File: src/rtl/ball_ctrl.sv
// ball_ctrl: Pong ball-motion engine.
// Moves the ball one pixel per axis on every prescaler tick, bounces it off
// the top/bottom walls and the paddle faces, and pulses a score output when
// the ball reaches a side wall. After a score the ball is frozen for
// HOLD_TICKS ticks, then recentred and parked until the next serve.
module ball_ctrl #(
   parameter int H_MAX      = 640,
   parameter int V_MAX      = 480,
   parameter int BALL_SIZE  = 8,
   parameter int PADDLE_H   = 64,
   parameter int PADDLE_W   = 8,
   parameter int PADDLE_X_L = 16,
   parameter int PADDLE_X_R = 616,
   parameter int TICK_DIV   = 18,
   parameter int HOLD_TICKS = 64
) (
   input  logic       clk,
   input  logic       rst,
   input  logic       serve,
   input  logic [9:0] lpad_y,
   input  logic [9:0] rpad_y,
   output logic [9:0] ball_x,
   output logic [9:0] ball_y,
   output logic       dir_x,
   output logic       dir_y,
   output logic       in_play,
   output logic       score_l,
   output logic       score_r
);

   typedef enum logic [1:0] {IDLE, PLAY, SCORE} state_t;

   localparam int HOLD_W = (HOLD_TICKS > 1) ? $clog2(HOLD_TICKS) : 1;

   localparam logic [9:0]  X_CTR  = 10'((H_MAX - BALL_SIZE) / 2);
   localparam logic [9:0]  Y_CTR  = 10'((V_MAX - BALL_SIZE) / 2);
   localparam logic [10:0] BS     = 11'(BALL_SIZE);
   localparam logic [10:0] PH     = 11'(PADDLE_H);
   localparam logic [10:0] HMAX   = 11'(H_MAX);
   localparam logic [10:0] VMAX   = 11'(V_MAX);
   localparam logic [10:0] L_FACE = 11'(PADDLE_X_L + PADDLE_W);
   localparam logic [10:0] R_FACE = 11'(PADDLE_X_R);
   localparam logic [HOLD_W-1:0] HOLD_LAST = HOLD_W'(HOLD_TICKS - 1);

   state_t              state_q, state_d;
   logic [TICK_DIV-1:0] presc_q;
   logic                tick;
   logic [9:0]          lpad_q, rpad_q;
   logic [HOLD_W-1:0]   hold_q, hold_d;
   logic [9:0]          x_d, y_d;
   logic                dx_d, dy_d, sl_d, sr_d;
   logic [10:0]         x11, y11, lp11, rp11;
   logic                l_ovl, r_ovl;

   assign tick    = &presc_q;
   assign in_play = (state_q == PLAY);

   // 11-bit working copies so no sum below can wrap
   assign x11  = {1'b0, ball_x};
   assign y11  = {1'b0, ball_y};
   assign lp11 = {1'b0, lpad_q};
   assign rp11 = {1'b0, rpad_q};

   assign l_ovl = (y11 + BS > lp11) && (y11 < lp11 + PH);
   assign r_ovl = (y11 + BS > rp11) && (y11 < rp11 + PH);

   // Free-running prescaler; tick fires while it is all-ones
   always_ff @(posedge clk or posedge rst) begin
      if (rst) presc_q <= '0;
      else     presc_q <= presc_q + TICK_DIV'(1);
   end

   // Register paddle positions so tick decisions see stable values
   always_ff @(posedge clk or posedge rst) begin
      if (rst) begin
         lpad_q <= '0;
         rpad_q <= '0;
      end else begin
         lpad_q <= lpad_y;
         rpad_q <= rpad_y;
      end
   end

   // State, ball position, directions, hold counter and score pulses
   always_ff @(posedge clk or posedge rst) begin
      if (rst) begin
         state_q <= IDLE;
         ball_x  <= X_CTR;
         ball_y  <= Y_CTR;
         dir_x   <= 1'b1;
         dir_y   <= 1'b1;
         hold_q  <= '0;
         score_l <= 1'b0;
         score_r <= 1'b0;
      end else begin
         state_q <= state_d;
         ball_x  <= x_d;
         ball_y  <= y_d;
         dir_x   <= dx_d;
         dir_y   <= dy_d;
         hold_q  <= hold_d;
         score_l <= sl_d;
         score_r <= sr_d;
      end
   end

   // Next-state and motion logic; X and Y resolve independently each tick
   always_comb begin
      state_d = state_q;
      x_d     = ball_x;
      y_d     = ball_y;
      dx_d    = dir_x;
      dy_d    = dir_y;
      hold_d  = hold_q;
      sl_d    = 1'b0;
      sr_d    = 1'b0;
      unique case (state_q)
         IDLE: begin
            x_d = X_CTR;
            y_d = Y_CTR;
            if (serve) state_d = PLAY;
         end
         PLAY: begin
            if (tick) begin
               if (dir_y) begin
                  if (y11 + BS == VMAX) begin
                     dy_d = 1'b0;
                     y_d  = 10'(y11 - 11'd1);
                  end else begin
                     y_d  = 10'(y11 + 11'd1);
                  end
               end else begin
                  if (y11 == '0) begin
                     dy_d = 1'b1;
                     y_d  = 10'(y11 + 11'd1);
                  end else begin
                     y_d  = 10'(y11 - 11'd1);
                  end
               end
               if (!dir_x) begin
                  if (x11 == L_FACE && l_ovl) begin
                     dx_d = 1'b1;
                     x_d  = 10'(x11 + 11'd1);
                  end else if (x11 == '0) begin
                     sr_d    = 1'b1;
                     state_d = SCORE;
                     hold_d  = '0;
                  end else begin
                     x_d = 10'(x11 - 11'd1);
                  end
               end else begin
                  if (x11 + BS == R_FACE && r_ovl) begin
                     dx_d = 1'b0;
                     x_d  = 10'(x11 - 11'd1);
                  end else if (x11 + BS == HMAX) begin
                     sl_d    = 1'b1;
                     state_d = SCORE;
                     hold_d  = '0;
                  end else begin
                     x_d = 10'(x11 + 11'd1);
                  end
               end
            end
         end
         SCORE: begin
            if (tick) begin
               if (hold_q == HOLD_LAST) begin
                  // dir_x still points at the wall that was reached, i.e.
                  // toward the conceding player, so it is kept as is
                  state_d = IDLE;
                  x_d     = X_CTR;
                  y_d     = Y_CTR;
                  hold_d  = '0;
               end else begin
                  hold_d = hold_q + HOLD_W'(1);
               end
            end
         end
         default: state_d = IDLE;
      endcase
   end

endmodule

File: config.mk
export PLATFORM = sky130hd
export DESIGN_NAME = ball_ctrl
export DESIGN_NICKNAME = d
export VERILOG_FILES = /design/src/rtl/ball_ctrl.sv
export SDC_FILE = /design/constraint.sdc
export NUM_CORES = 1
export LEC_CHECK = 0
export ABC_AREA = 0
export CELL_PAD_IN_SITES_DETAIL_PLACEMENT = 1
export CELL_PAD_IN_SITES_GLOBAL_PLACEMENT = 2
export CORE_MARGIN = 2
export CORE_UTILIZATION = 39
export CTS_CLUSTER_DIAMETER = 120
export DETAILED_ROUTE_END_ITERATION = 10
export PLACE_DENSITY = 0.86
export SYNTH_ARGS = -nofsm -noshare
export SYNTH_HDL_FRONTEND = slang
export SYNTH_SLANG_ARGS = --single-unit
export TNS_END_PERCENT = 30
File: constraint.sdc
create_clock -name clk -period 10.85 [get_ports clk]
set_input_delay 2.17 -clock clk [delete_from_list [all_inputs] [get_ports clk]]
set_output_delay 2.17 -clock clk [all_outputs]
set_load 0.01 [all_outputs]
* Yosys cells after proc, flatten, opt, wreduce, memory -nomap -nowiden
Index checks and enable logic that the tools add are counted.
** Word-level totals
- Bits in registers :: 70
- Input port bits :: 23
- Word-level logic and storage cells :: 108
- Output and inout bits :: 25
** Operators by class
- Reductions and logical operators :: 15
- $lt $le $gt $ge :: 4
- Add/subtract/negate cells :: 10
- Equal/unequal tests :: 17
- Mux-type cells :: 51
** Operators by type and width (count)
- 10-bit two-way mux :: 14
- 10-bit one-hot mux with 3 select lines :: 2
- 6-bit two-way mux :: 8
- 10-bit by 4-bit adder with 11-bit output (second input constant) :: 2
- 10-bit by 7-bit adder with 11-bit output (second input constant) :: 2
- 11-bit by 10-bit equality test with 1-bit output (second input constant) :: 2
- 11-bit by 10-bit greater-than comparator with 1-bit output :: 2
- 11-bit logical NOT :: 2
- 10-bit by 11-bit < comparator with 1-bit output :: 2
- 10-bit by 1-bit adder with 10-bit output (second input constant) :: 2
- 10-bit by 1-bit subtractor with 10-bit output (second input constant) :: 2
- 19-bit AND reduction :: 1
- 18-bit by 1-bit adder with 18-bit output (second input constant) :: 1
- 2-bit two-way mux :: 9
- 18-bit AND reduction :: 1
- 1-bit two-way mux :: 16
- 6-bit one-hot mux with 2 select lines :: 1
- 11-bit by 9-bit equality test with 1-bit output (second input constant) :: 1
- 10-bit by 5-bit equality test with 1-bit output (second input constant) :: 1
- 4-bit != test (second input constant) :: 2
- 8-bit AND reduction :: 1
- 7-bit AND reduction :: 1
- 6-bit by 1-bit adder with 6-bit output (second input constant) :: 1
- 6-bit equality test (second input constant) :: 1
- other kinds (13) :: 20

* Logic depth before layout (Yosys ltp)
Gate-level depths: netlist (run 1).
- Depth in word-level cells :: 8
- Gate-level depth with buffers :: 13
- Gate-level depth less buffers :: 13

* Worst setup path before layout (run 1)
Ideal clock, no wire load.
- Path kind :: reg-to-reg
- From :: register ball_y[6]
- To :: register ball_x[9]
- Required time :: 10783 ps
- Arrival :: 3566 ps
- Buffers on the path :: 1
- Setup slack :: 7217 ps
- Library setup time :: 67 ps
- Clock period less this slack :: 3633 ps
- Stages on the path, launching flop included :: 13
- Cell sequence :: dfstp_2 -> clkbuf_1 -> and3_1 -> nand3_1 -> xnor2_1 -> ha_1 -> nand3_1 -> o41a_1 -> o2111a_1 -> and3_1 -> or4_4 -> a2111oi_0 -> a311o_1
** Between the ends
- Cells in the longest elaborated chain, start to end :: 8
- Elaborated cells between the ends (all ways) :: 17
- Those cells by class :: 1 x add/sub; 4 x order compare; 2 x eq/ne; 5 x mux; 5 x reduce/logical
** Ends and longest elaborated chain
- start, declared :: RTL line 23 : output logic [9:0] ball_y,
- start signal, assigned :: RTL line 98 : ball_y <= y_d;
- 10-bit by 4-bit adder with 11-bit output :: RTL line 64, 65
- 11-bit by 10-bit greater-than comparator with 1-bit output, on equally long branches :: RTL line 64, 65
- 1-bit logical AND, on equally long branches :: RTL line 64, 65
- 1-bit logical AND, on equally long branches :: RTL line 141, 152
- 10-bit two-way mux, on equally long branches :: RTL line 141, 152
- 10-bit two-way mux :: RTL line 140 : if (!dir_x) begin
- 10-bit two-way mux :: RTL line 124 : if (tick) begin
- 10-bit one-hot mux with 3 select lines :: RTL line 117 : unique case (state_q)
- end signal, assigned :: RTL line 88 : ball_x <= X_CTR;
- end signal, assigned :: RTL line 97 : ball_x <= x_d;
- end, declared :: RTL line 22 : output logic [9:0] ball_x,
Parallel ways exist; a longest one is shown, timed or not. The select of a mux whose other input is x is not followed.
A chain may end at the register's enable or synchronous reset.

* Final worst setup path (run 1)
- From :: register ball_y[5]
- To :: register ball_x[9]
Same word-level chain as after synthesis.

==> results of run 1 <==
==> metal layers <==
| layer | vias to the layer above | GRT usage | wire length, um |
|---|---|---|---|
| met5 | - | 0 | 0 |
| met4 | 0 | 0.0825 | 218 |
| met3 | 16 | 0.0460 | 434 |
| met2 | 64 | 0.385 | 6900 |
| met1 | 2150 | 0.289 | 6500 |
| li1 | 2060 | - | - |
==> cell usage in the layout, fill, tap and decap left out, types with 18 or more instances in the layout <==
| master | Yosys | layout |
|---|---|---|
| clkdlybuf4s50_1 | 0 | 47 |
| inv_1 | 42 | 41 |
| nand3_1 | 35 | 35 |
| nand2_1 | 37 | 37 |
| a21oi_1 | 20 | 20 |
| dfrtp_1 | 58 | 58 |
| ha_1 | 52 | 52 |
| o21ai_0 | 20 | 20 |
| xnor2_1 | 21 | 21 |
| nor3_1 | 18 | 18 |
| nor2_1 | 37 | 37 |
==> power by group through the flow <==
stage          registers (mW)  logic, mW  clock network, mW
3_5_place_dp            0.272     0.0296                  0
3_3_place_gp            0.272     0.0281                  0
5_1_grt                 0.268     0.0331              0.352
6_report                0.268     0.0290              0.331
4_1_cts                 0.268     0.0299              0.341
2_1_floorplan           0.271     0.0153                  0
==> synth_stat cells, drive strengths merged (5+ instances only) <==
library cell	number
a2111oi	6
a211oi	9
a21o	11
a21oi	20
a31oi	7
and2	10
and3	8
clkbuf	19
dfrtp	58
dfstp	12
ha	52
inv	43
nand2	37
nand3	35
nand4	16
nor2	37
nor2b	5
nor3	19
nor4	6
o21ai	24
o22ai	6
or3	6
xnor2	21
xor2	6
==> worst paths after layout <==
check | from | to | slack, ns | cells after the start
max | ball_y[5] | ball_x[9] | 6.93 | 12
min | presc_q[0] | presc_q[0] | 0.46 | 1
max reg2reg | ball_y[5] | ball_x[9] | 6.93 | 12
min reg2reg | presc_q[0] | presc_q[0] | 0.46 | 1
max in group asynchronous | rst | hold_q[5] | 7.82 | 3
min in group asynchronous | rst | presc_q[5] | 2.44 | 3
==> sequential cells by signal, indices dropped and copies added (netlist names) <==
register / count
presc_q: 18
ball_x: 10
ball_y: 10
lpad_q: 10
rpad_q: 10
hold_q: 6
state_q: 2
dir_x: 1
dir_y: 1
score_l: 1
score_r: 1
==> kinds of logic after synthesis <==
| family | count (synthesis) | share of synthesized area |
|---|---|---|
| fa+ha+maj | 52 | 0.133 |
| mux | 4 | 0.00844 |
| compound gates | 120 | 0.175 |
| simple gates | 205 | 0.225 |
| flops | 70 | 0.361 |
| buf+inv | 64 | 0.0493 |
| xor+xnor | 27 | 0.0483 |
==> cell type report <==
class,instances,area share
multi-input combinational,408,0.493
sequential,70,0.302
timing repair buffer,51,0.0855
tap,168,0.0359
inverter,43,0.0276
clock buffer,10,0.0408
clock inverter,6,0.0158
==> through the flow <==
stage,utilization,hold WS [ns],setup slack [ns]
floorplan,-,0.422,6.93
global placement,0.456,0.434,7.18
detailed placement,0.456,0.455,6.97
CTS,0.484,0.464,6.94
global route,0.484,0.481,6.64
finish,0.484,0.455,6.93
==> metrics.csv, run 1 <==
metric,value,unit
drt first pass iters,4,
Iter 0 DRT Violations,183,
fin crit period,3.92,ns
worst slew pin tran,0.923,ns
"Clk Latency, worst-skew pair",0.35,ns
placed cell areas,5530,sq um
Bufs and invs on worst path,1,
"Max FO, Critical Path",16,
CTS tree,yes,
first-pass GRT wire length,23700,um
die height,116,um
fin cells,756,
Syn-to-layout area delta,19.7,%
post-synth top area share,0.297,
GPL Wtd Cong,0.903,
CP Launch Type,register,
"Top FF cell, synth",dfrtp_1,
run status,"complete, no violations",
row cnt,40,
pwr/cell area,107,nW/um^2
Ys Warns,0,
Crit. End Element,register,
Seq pwr share,0.426,
Top Family by Delay on Critical Path,compound AO/OA/AOI/OAI gates,
largest net degree at the start of global routing,71,
Worst Skew,0.0112,ns
Post-CTS Setup Bufs,0,
routed length per instance,18.6,um
Yosys reg bits,70,
Synth cell types,70,
net switching power,140,uW
Slew Limit Fails,0,
IO buf count,47,
Initial Util,0.404,
Mean Syn Cell Area,9.03,sq um
layout cells sized above 1,0.0816,
RSZ-0062 raised after global routing,false,
Hold Crit Class,register to register,
clock slew at reported path FFs,0.06,ns
via count,4290,
Max Root-Sink Buffers,2,
CTS root buffer,clkbuf_16,
"Net Count, Synth",617,
die footprint,13500,sq um
initial antenna violation count,0,
Clock Power Share,0.527,
post-route cell area,5860,sq um
ys async rst share,1.00,
Slowest Stage Delay on Critical Path,0.73,ns
Die Wd,116,um
Post-CTS Resized,0,
CP Class,register to register,
Detail Route Antenna Nets,0,
# diodes,0,
Leak,2.56,nW
Core Footprint,12100,sq um
IO Count,48,
number of fill cells,1397,
Worst path most repeated cell,a2111oi_0,
Sink Count,70,
"top cells by area, synth","dfrtp_1 (30%), ha_1 (13%), dfstp_2 (6.4%)",
"Hold Vio Cnt, Final",0,
sequential share of the synthesized area,0.361,
critical path's slowest cell,dfstp_2,
Tot Pwr,628,uW
vias per cell,5.67,
Post-synth EDFFs,0,
Final Cycle Share,0.361,
clock buffer count from CTS,9,
Comb pwr share,0.046,
H-tree levels,3,
max-cap viol count,0,
Sequential Area,1770,sq um
achievable clock frequency,255,MHz
dpl hpwl,10200,um
overall routing resource usage,0.228,
Synth Instances,542,
Post-CTS Hold Fix Bufs,0,
cell-internal power,488,uW
Synth area leader,dfrtp_1,
Post-route DRC,0,
"Setup violations, final",0,
Max VDD drop,0.117,mV
fin nets,658,
final WL,14100,um
final setup TNS,0,ns
data arrival time of the critical path,4.20,ns
crit-path cells,nand3_1 > xor2_1 > inv_1 > ha_1 > nand4_1 > a21oi_1 > a2111oi_0 > o31ai_2 > a31oi_4 > or4_4 > a2111oi_0 > a311o_1,
vias in the first global route,4620,
Post-Synthesis Cell Area,4890,sq um
switch share,0.223,
WP data required,11.13,ns
global route total overflow,0,
Post-Place Cells,740,
Slew headroom,0.385,
multi-input logic area,2890,sq um
Note: power is estimated with default switching activity, not from simulation.
==> run 2: changes to the inputs <==
Settings changed: CORE_UTILIZATION 39 to 36, PLACE_DENSITY 0.86 to 0.81.
Clock period 10.85 ns to 3.89 ns, I/O delays scaled along.
==> metrics.csv, run 2 (same netlist as run 1, synthesis figures left out) <==
metric,value,unit
run status,"complete, no violations",
achievable clock frequency,271,MHz
Post-route DRC,0,
fin util,0.450,
IO buf count,47,
WP data required,4.16,ns
vias per cell,5.57,
Sink Count,70,
CP Class,register to register,
final setup TNS,0,ns
vias in the first global route,4604,
CTS root buffer,clkbuf_16,
global route total overflow,0,
"Hold Vio Cnt, Final",0,
Iter 0 DRT Violations,231,
Slew Limit Fails,0,
Crit. End Element,register,
max-cap viol count,0,
fin nets,675,
number of fill cells,1546,
initial antenna violation count,0,
Hold Crit Class,register to register,
clock buffer count from CTS,9,
IO Count,48,
post-route cell area,5970,sq um
largest net degree at the start of global routing,71,
die height,121,um
worst setup path startpoint,ball_y[7],
H-tree levels,3,
Slew headroom,0.308,
most frequent cells in the layout,"dfrtp_1 (58), ha_1 (51), clkdlybuf4s50_1 (47), inv_1 (40)",
Post-Place Cells,759,
Worst Skew,0.00983,ns
Leak,2.62,nW
clock slew at reported path FFs,0.06,ns
Syn-to-layout area delta,21.9,%
final WL,14300,um
Max VDD drop,0.219,mV
dpl hpwl,10600,um
GPL Wtd Cong,0.877,
pwr/cell area,263,nW/um^2
max reg flops,18,
via count,4341,
Worst Hold Launch,presc_q[0],
Die Wd,121,um
"Clk Latency, worst-skew pair",0.34,ns
die footprint,14500,sq um
"commonest non-fill, non-tap cell in the layout",dfrtp_1,
layout cells sized above 1,0.114,
Max Root-Sink Buffers,2,
drt first pass iters,4,
first-pass GRT wire length,23600,um
Initial Util,0.370,
fin crit period,3.69,ns
"Max FO, Critical Path",14,
routed length per instance,18.3,um
RSZ-0062 raised after global routing,false,
worst slew pin tran,1.03,ns
CP Launch Type,register,
Tot Pwr,1.57,mW
R2R Path Start,ball_y[7],
Detail Route Antenna Nets,0,
# diodes,0,
CTS tree,yes,
Largest Register,presc_q,
placed cell areas,5630,sq um
Core Footprint,13200,sq um
"Setup violations, final",0,
data arrival time of the critical path,3.96,ns
overall routing resource usage,0.204,
Final Cycle Share,0.948,
fin cells,780,
row cnt,42,
-- run 2: metal layers --
| metal | global-route usage | routed length, um | up-vias | share of wire |
|---|---|---|---|---|
| met5 | 0 | 0 | - | 0 |
| met3 | 0.0396 | 534 | 12 | 0.037 |
| met4 | 0.0625 | 209 | 0 | 0.015 |
| met2 | 0.339 | 6880 | 70 | 0.48 |
| met1 | 0.269 | 6630 | 2164 | 0.47 |
| li1 | - | - | 2095 | - |
-- run 2: critical path, stage by stage, from the launching register on --
cell and delay, ns:
dfstp_2 0.70, and3_1 0.29, nand3_1 0.11, xnor2_1 0.18, ha_1 0.33, nand3_1 0.10
o41a_1 0.40, o2111a_1 0.17, and3_1 0.26, or4_4 0.54, a2111oi_2 0.37, a311o_1 0.17
-- run 2: what timing repair did --
item / CTS / global route
buffers inserted: 0 / 6
gates resized for setup: 0 / 8
setup endpoints to repair: 0 / 2
hold buffers: 0 / 0
endpoints found under the hold margin: 0 / 0
-- run 2: final timing paths --
| path | to | slack (ns) | cells after the start |
|---|---|---|---|
| worst max-delay path | ball_x[9] | 0.20 | 11 |
| worst min-delay path | presc_q[0] | 0.46 | 1 |
| worst max register to register | ball_x[9] | 0.20 | 11 |
| worst min register to register | presc_q[0] | 0.46 | 1 |
| max in group asynchronous | ball_x[5] | 2.69 | 3 |
| min in group asynchronous | presc_q[6] | 0.85 | 3 |
-- run 2: layout make-up --
class	instances	area, sq um	share of cell area
multi-input combinational	408	2920	0.489
timing repair buffer	68	638	0.107
clock inverter	5	27.5	0.00461
clock buffer	10	229	0.0384
tap	176	220	0.0369
inverter	43	165	0.0277
sequential	70	1770	0.297
-- run 2: where the power goes --
part           total, mW  leakage [nW]  internal, mW  switching (mW)
clock network      0.739         0.128         0.423           0.316
registers          0.746         0.869         0.740         0.00680
logic             0.0841          1.62        0.0403          0.0438
-- run 2: per-stage QoR --
step                      hold slack [ns]  worst slack (ns)
after CTS                           0.466            0.0511
after detailed placement            0.447            0.0936
after global placement              0.434             0.223
final                               0.457             0.204
after floorplan                     0.422             0.257
after global routing                0.476           0.00311
==> run 3: changes to the inputs <==
Settings changed: GPL_TIMING_DRIVEN set to 0, HOLD_SLACK_MARGIN set to 0.03.
==> metrics.csv, run 3 (same netlist as run 1, synthesis figures left out) <==
metric,value,unit
global route total overflow,0,
data arrival time of the critical path,4.01,ns
Critical Path End,ball_x[9],
Syn-to-layout area delta,25.4,%
"commonest non-fill, non-tap cell in the layout",dfrtp_1,
Reg-to-Reg End,ball_x[9],
Max VDD drop,0.251,mV
overall routing resource usage,0.211,
max-cap viol count,0,
clock slew at reported path FFs,0.06,ns
CTS root buffer,clkbuf_16,
Iter 0 DRT Violations,168,
die footprint,14500,sq um
row cnt,42,
Max Root-Sink Buffers,2,
largest net degree at the start of global routing,38,
Crit. End Element,register,
Hold Crit Class,register to register,
worst slew pin tran,1.06,ns
Die Wd,121,um
IO Count,48,
Post-route DRC,0,
Detail Route Antenna Nets,0,
routed length per instance,18.2,um
clock buffer count from CTS,9,
dpl hpwl,10700,um
drt first pass iters,4,
Initial Util,0.370,
Worst R2R Path Depth,12,
layout cells sized above 1,0.112,
most frequent cells in the layout,"dfrtp_1 (58), ha_1 (51), clkdlybuf4s50_1 (47), inv_1 (40), nand2_1 (37)",
Core Footprint,13200,sq um
R2R Path Start,ball_y[3],
fin cells,792,
worst setup path startpoint,ball_y[3],
GPL Wtd Cong,0.866,
final WL,14400,um
"Max FO, Critical Path",6,
Slew headroom,0.284,
multi-input logic area,2940,sq um
RSZ-0062 raised after global routing,false,
pwr/cell area,307,nW/um^2
run status,"complete, no violations",
via count,4408,
initial antenna violation count,0,
fin crit period,3.73,ns
number of fill cells,1525,
CP Launch Type,register,
"Hold Vio Cnt, Final",0,
CP Class,register to register,
die height,121,um
Post-Place Cells,766,
max reg flops,18,
internal reg-to-reg setup slack,0.16,ns
"Setup violations, final",0,
Worst Skew,0.0127,ns
vias in the first global route,4619,
Post-CTS Hold Fix Bufs,0,
Slew Limit Fails,0,
first-pass GRT wire length,24000,um
achievable clock frequency,268,MHz
CTS tree,yes,
IO buf count,47,
Sequential Area,1770,sq um
Leak,2.67,nW
Final Cycle Share,0.958,
fin nets,686,
fin util,0.464,
WP data required,4.17,ns
vias per cell,5.57,
H-tree levels,3,
Sink Count,70,
Largest Register,presc_q,
"Clk Latency, worst-skew pair",0.35,ns
# diodes,0,
-- run 3: cell count changes in the layout (fill, tap and decap cells not counted), moves of 2 or more --
cell       previous run  this run
clkbuf_1              1        16
buf_4                19        11
bufinv_16             0         4
clkinv_2              4         0
a2111oi_0             5         3
a2111oi_1             0         2
clkbuf_8              0         2
-- run 3: per-layer routing --
layer / wire [um] / part of all wire / GRT usage / up-vias
li1: - / - / - / 2124
met1: 6700 / 0.47 / 0.270 / 2195
met2: 6980 / 0.48 / 0.358 / 71
met3: 482 / 0.033 / 0.0396 / 18
met4: 247 / 0.017 / 0.0654 / 0
met5: 0 / 0 / 0 / -
-- run 3: power breakdown --
| group | switching, mW | internal [mW] | total, mW | leakage, nW |
|---|---|---|---|---|
| Sequential | 0.00702 | 0.739 | 0.746 | 0.870 |
| Clock | 0.326 | 0.727 | 1.05 | 0.186 |
| Combinational | 0.0433 | 0.0405 | 0.0838 | 1.61 |
| Total | 0.377 | 1.51 | 1.88 | 2.67 |
-- run 3: area by class of cell --
class,instances,share of cell area
clock buffers,11,0.0412
repair buffers,60,0.0942
multi-input cells,408,0.479
well taps,176,0.0359
inverters,43,0.0273
clock inverters,5,0.0210
plain buffers,19,0.0124
flip-flops and latches,70,0.289
-- run 3: worst min path at each step --
stage,from,to,depth (start not counted)
final,presc_q[0],presc_q[0],1
after global placement,presc_q[0],presc_q[0],1
after CTS,presc_q[0],presc_q[0],1
after floorplan,presc_q[0],presc_q[0],1
after detailed placement,presc_q[0],presc_q[0],1
after global routing,presc_q[0],presc_q[0],1
-- run 3: critical path, stage by stage, from the launching register on --
cell and delay (ns):
dfstp_2 0.65, ha_4 0.21, nand3_1 0.12, xnor2_2 0.24, inv_1 0.11, ha_1 0.29, nand3_1 0.08, o41a_1 0.43
o2111a_1 0.17, and3_1 0.27, or4_4 0.55, a2111oi_2 0.37, a311o_1 0.16
-- run 3: metrics by stage --
stage | setup WS, ns | area [sq um] | TNS, ns | hold slack (ns) | power (mW)
finish | 0.162 | 6140 | 0 | 0.450 | 1.88
global route | 0.00309 | 6140 | 0 | 0.493 | 1.96
CTS | -0.0273 | 6030 | -0.0273 | 0.459 | 1.91
detailed placement | -0.171 | 5610 | -0.245 | 0.450 | 0.842
global placement | -0.0805 | 5590 | -0.0805 | 0.437 | 0.836
floorplan | 0.257 | 4890 | 0 | 0.422 | 0.799
-- run 3: repair_timing --
| item | 4_1_cts | 5_1_grt |
|---|---|---|
| pin swaps | 1 | 2 |
| resized for setup | 8 | 12 |
| setup endpoints to repair | 2 | 3 |
| setup buffers | 2 | 10 |
==> RTL edit 1 (config.mk and constraints of run 1) <==
The output `score_r` loses its register stage (`score_r` becomes a continuous assignment).
--- a/src/rtl/ball_ctrl.sv
+++ b/src/rtl/ball_ctrl.sv
@@ -91,7 +91,6 @@
          dir_y   <= 1'b1;
          hold_q  <= '0;
          score_l <= 1'b0;
-         score_r <= 1'b0;
       end else begin
          state_q <= state_d;
          ball_x  <= x_d;
@@ -100,9 +99,10 @@
          dir_y   <= dy_d;
          hold_q  <= hold_d;
          score_l <= sl_d;
-         score_r <= sr_d;
       end
    end
+
+   assign score_r = sr_d;
 
    // Next-state and motion logic; X and Y resolve independently each tick
    always_comb begin
Check against the original RTL: no difference found for any inputs over 10 cycles, from zero or initial values and one cycle with rst high; that may be too few to reach the edited logic, so the function may still have changed.
==> RTL edit 1 against run 1 <==
Setup slack got worse by 1.3 ns; final area fell by 0.38%; global-route usage is 1.0 points lower; first-iteration DRC count rose by 27%; clock power is 3% higher; power grew 1.2%; sequential cell count shrank 1; final cell count decreased by 0.26%; routed wire length decreased by 3.1%; synthesized area decreased by 0.51%; non-clock buffer count is 1 lower; critical path type is now reg -> out; largest cell class unchanged; highest routed layer unchanged.
==> RTL edit 1: results <==
{
  "use_met1": 0.283,
  "leakagePower_nw": 2.55,
  "grtUsageMet3": 0.0575,
  "crit_path_max_incr_delay_ns": 0.55,
  "layout.cells.non_filler": 754,
  "synth.net_count": 616,
  "grt_max_degree": 70,
  "gr-usage-all-layers": 0.217,
  "fillers": 1420,
  "synth_compound_area_frac": 0.176,
  "synth.area.mux_share": 0.00848,
  "cp_top_family": "simple AND/OR/NAND/NOR gates",
  "wl_met1_mm": 6.41,
  "wl_per_cell_um": 18.1,
  "vias": 4267,
  "reg2reg_from": "ball_y[3]",
  "slowest_stage": "or4_1",
  "num-nets-final": 656,
  "r2r_setup_slack_ns": 6.87,
  "wl_met2_mm": 6.66,
  "status": "complete, no violations",
  "slew_headroom": 0.297,
  "skew_ns": 0.0109,
  "synthAdderAreaFrac": 0.134,
  "synthXorXnorAreaFrac": 0.0486,
  "ys_seq_area_frac": 0.358,
  "wl_met3_um": 448,
  "hpwl_mm": 9.94
}
==> RTL edit 1: cell families after synthesis <==
group / Yosys count
adder cells (fa/ha/maj): 52
AO/OA/AOI/OAI: 120
multiplexers: 4
AND/OR/NAND/NOR: 205
XOR/XNOR: 27
buffers and inverters: 64
flip-flops: 69
==> RTL edit 1: worst max path at each step <==
stage | to | slack (ns) | depth (start not counted)
2_1_floorplan | score_r | 6.69 | 4
3_3_place_gp | score_r | 6.01 | 5
3_5_place_dp | score_r | 5.98 | 5
4_1_cts | score_r | 5.59 | 5
5_1_grt | score_r | 5.48 | 5
6_report | score_r | 5.59 | 5
==> RTL edit 1: layout make-up <==
| class | count | share of cell area |
|---|---|---|
| multi-input cells | 408 | 0.495 |
| flip-flops and latches | 69 | 0.299 |
| repair buffers | 50 | 0.0845 |
| clock buffers | 12 | 0.0422 |
| well taps | 168 | 0.0360 |
| inverters | 43 | 0.0277 |
| clock inverters | 4 | 0.0163 |
==> RTL edit 1: per-stage QoR <==
| stage | hold slack [ns] | total power [mW] | setup WS [ns] | utilization | area [µm²] |
|---|---|---|---|---|---|
| 5_1_grt | 0.488 | 0.661 | 5.48 | 0.482 | 5830 |
| 2_1_floorplan | 0.422 | 0.283 | 6.69 | - | 4870 |
| 6_report | 0.462 | 0.635 | 5.59 | 0.482 | 5830 |
| 3_3_place_gp | 0.433 | 0.296 | 6.01 | 0.454 | 5490 |
| 4_1_cts | 0.468 | 0.646 | 5.59 | 0.482 | 5830 |
| 3_5_place_dp | 0.461 | 0.297 | 5.98 | 0.454 | 5490 |
==> RTL edit 1: where the power goes <==
| part | internal [mW] | leakage [nW] | switching [mW] |
|---|---|---|---|
| logic | 0.0137 | 1.53 | 0.0148 |
| clock network | 0.231 | 0.167 | 0.112 |
| registers | 0.262 | 0.854 | 0.00265 |
==> RTL edit 2 (settings of run 1) <==
Without the edit above. `HOLD_TICKS`: 64 -> 128.
--- a/src/rtl/ball_ctrl.sv
+++ b/src/rtl/ball_ctrl.sv
@@ -12,7 +12,7 @@
    parameter int PADDLE_X_L = 16,
    parameter int PADDLE_X_R = 616,
    parameter int TICK_DIV   = 18,
-   parameter int HOLD_TICKS = 64
+   parameter int HOLD_TICKS = 128
 ) (
    input  logic       clk,
    input  logic       rst,
Check against the original RTL: no difference found for any inputs over 10 cycles, from zero or initial values and one cycle with rst high; that may be too few to reach the edited logic, so the function may still have changed.
==> RTL edit 2 against run 1 <==
Final area up 1.6%; routed wire length up 2.5%; setup slack worse by 0.45 ns; sequential cell count up 1; synthesized cell count down 0.37%; clock skew down 0.0029 ns; via count up 0.89%; count of clock-buffer cells in the layout unchanged; synthesized area up 2.9%.
Power is not compared: it rests on default switching activity, and its combinational part moved more than twofold at a synthesized area within 25%.
==> RTL edit 2: results <==
{
  "status": "complete, no violations",
  "drt-pass1-iter-count": 4,
  "grt_max_degree": 72,
  "num-nets-final": 659,
  "drive_gt1_frac": 0.0968,
  "whs_endpoint": "presc_q[0]",
  "r2r-end": "ball_x[5]",
  "largest_register_ff_count": 18,
  "r2r_setup_slack_ns": 6.91,
  "synth_common_cells": "59 x dfrtp_1, 52 x ha_1, 50 x nand2_1",
  "min-delay-start": "presc_q[0]",
  "synth_warnings": 0,
  "peakVddDrop_uv": 126,
  "place_area_um2": 5640,
  "gr-usage-all-layers": 0.220,
  "drt_iter0_markers": 250,
  "numCtsBuffers": 9,
  "worstHoldPathCells": 1,
  "clk_latency_ns": 0.35,
  "diodes": 0,
  "avgSynthCellArea_um2": 9.33,
  "slowest_stage": "clkdlybuf4s50_1",
  "hpwl_mm": 10.8,
  "place.gp.congestion": 0.919,
  "synthArstFlopShare": 1.00,
  "vias": 4328,
  "clockBufferDepth": 2,
  "reg2reg_depth": 12,
  "viasPerCell": 5.69,
  "regMostFlops": "presc_q",
  "synth.net_count": 615,
  "post_synth_num_cell_types": 72,
  "h-tree-depth": 3,
  "clk_pin_slew_ns": 0.06,
  "leakagePower_nw": 2.65,
  "cts_root_buf": "clkbuf_16",
  "grt_pass1_wl_mm": 24.4,
  "wl_per_cell_um": 18.9,
  "cp_data_arrival_time_ns": 2.19,
  "crit_path_max_incr_delay_ns": 0.69,
  "post-place-ws_ns": 6.85,
  "ys_seq_area_frac": 0.356,
  "reg2reg_from": "ball_y[3]",
  "ys.flop_type": "dfrtp_1",
  "skew_ns": 0.00828,
  "port-buffer-count": 47,
  "cp_max_fo": 19,
  "dp.cells": 745,
  "cts_resized": 0,
  "hold_path_class": "reg -> reg",
  "antenna_found_initial": 0,
  "postCtsSetupBuffers": 0,
  "synth.area.top_cells": "dfrtp_1 29%, ha_1 13%, dfstp_2 6.3%",
  "slew_headroom": 0.209,
  "grt_pass1_vias": 4637
}
-- RTL edit 2: changes by cell type after synthesis, sizes merged, moves of 5 or more --
cell	delta
a211o	+5
and4	+6
buf	+6
clkbuf	-11
mux2i	+10
nand2	+14
nor2	-15
nor3	-6
o31ai	+7
-- RTL edit 2: final cells by class --
cell class	instances	area [µm²]
timing repair buffer	49	485
sequential	71	1790
fill	1470	6670
multi-input combinational	408	2980
clock inverter	6	68.8
inverter	45	169
tap	172	215
clock buffer	10	239
-- RTL edit 2: layer usage --
metal / vias to the layer above / routed length, µm / track usage
met5: - / 0 / 0
met4: 0 / 356 / 0.0745
met3: 23 / 560 / 0.0567
met2: 77 / 6900 / 0.353
met1: 2173 / 6600 / 0.288
li1: 2055 / - / -
-- RTL edit 2: logic make-up after synthesis --
kind of cell,after synthesis,share of synthesized area
compound gates,125,0.187
xor+xnor,28,0.0487
fa+ha+maj,52,0.129
buf+inv,61,0.0527
flops,71,0.356
mux,16,0.0325
simple gates,187,0.194
-- RTL edit 2: worst max-delay path by stage --
stage | from | end | slack [ns]
3_5_place_dp | state_q[1] | in_play | 6.85
5_1_grt | state_q[1] | in_play | 6.35
4_1_cts | state_q[1] | in_play | 6.47
2_1_floorplan | rst | ball_x[0] | 6.90
3_3_place_gp | state_q[1] | in_play | 6.89
6_report | state_q[1] | in_play | 6.49
-- RTL edit 2: through the flow --
| step | util | hold WS (ns) |
|---|---|---|
| after floorplan | - | 0.414 |
| after global placement | 0.447 | 0.431 |
| after detailed placement | 0.447 | 0.442 |
| after CTS | 0.471 | 0.452 |
| after global routing | 0.471 | 0.471 |
| final | 0.471 | 0.448 |
-- RTL edit 2: where the power goes --
part / internal [mW] / switching (mW)
Sequential: 0.284 / 0.0224
Combinational: 0.107 / 0.201
Clock: 0.185 / 0.123
Total: 0.576 / 0.345
-- RTL edit 2: worst max-delay path: cells and delay by family, from the launching register on --
kind	cells	cell delay, ns
buffers and inverters	2	0.81
DFF	1	0.40
adders and majority gates	1	0.63
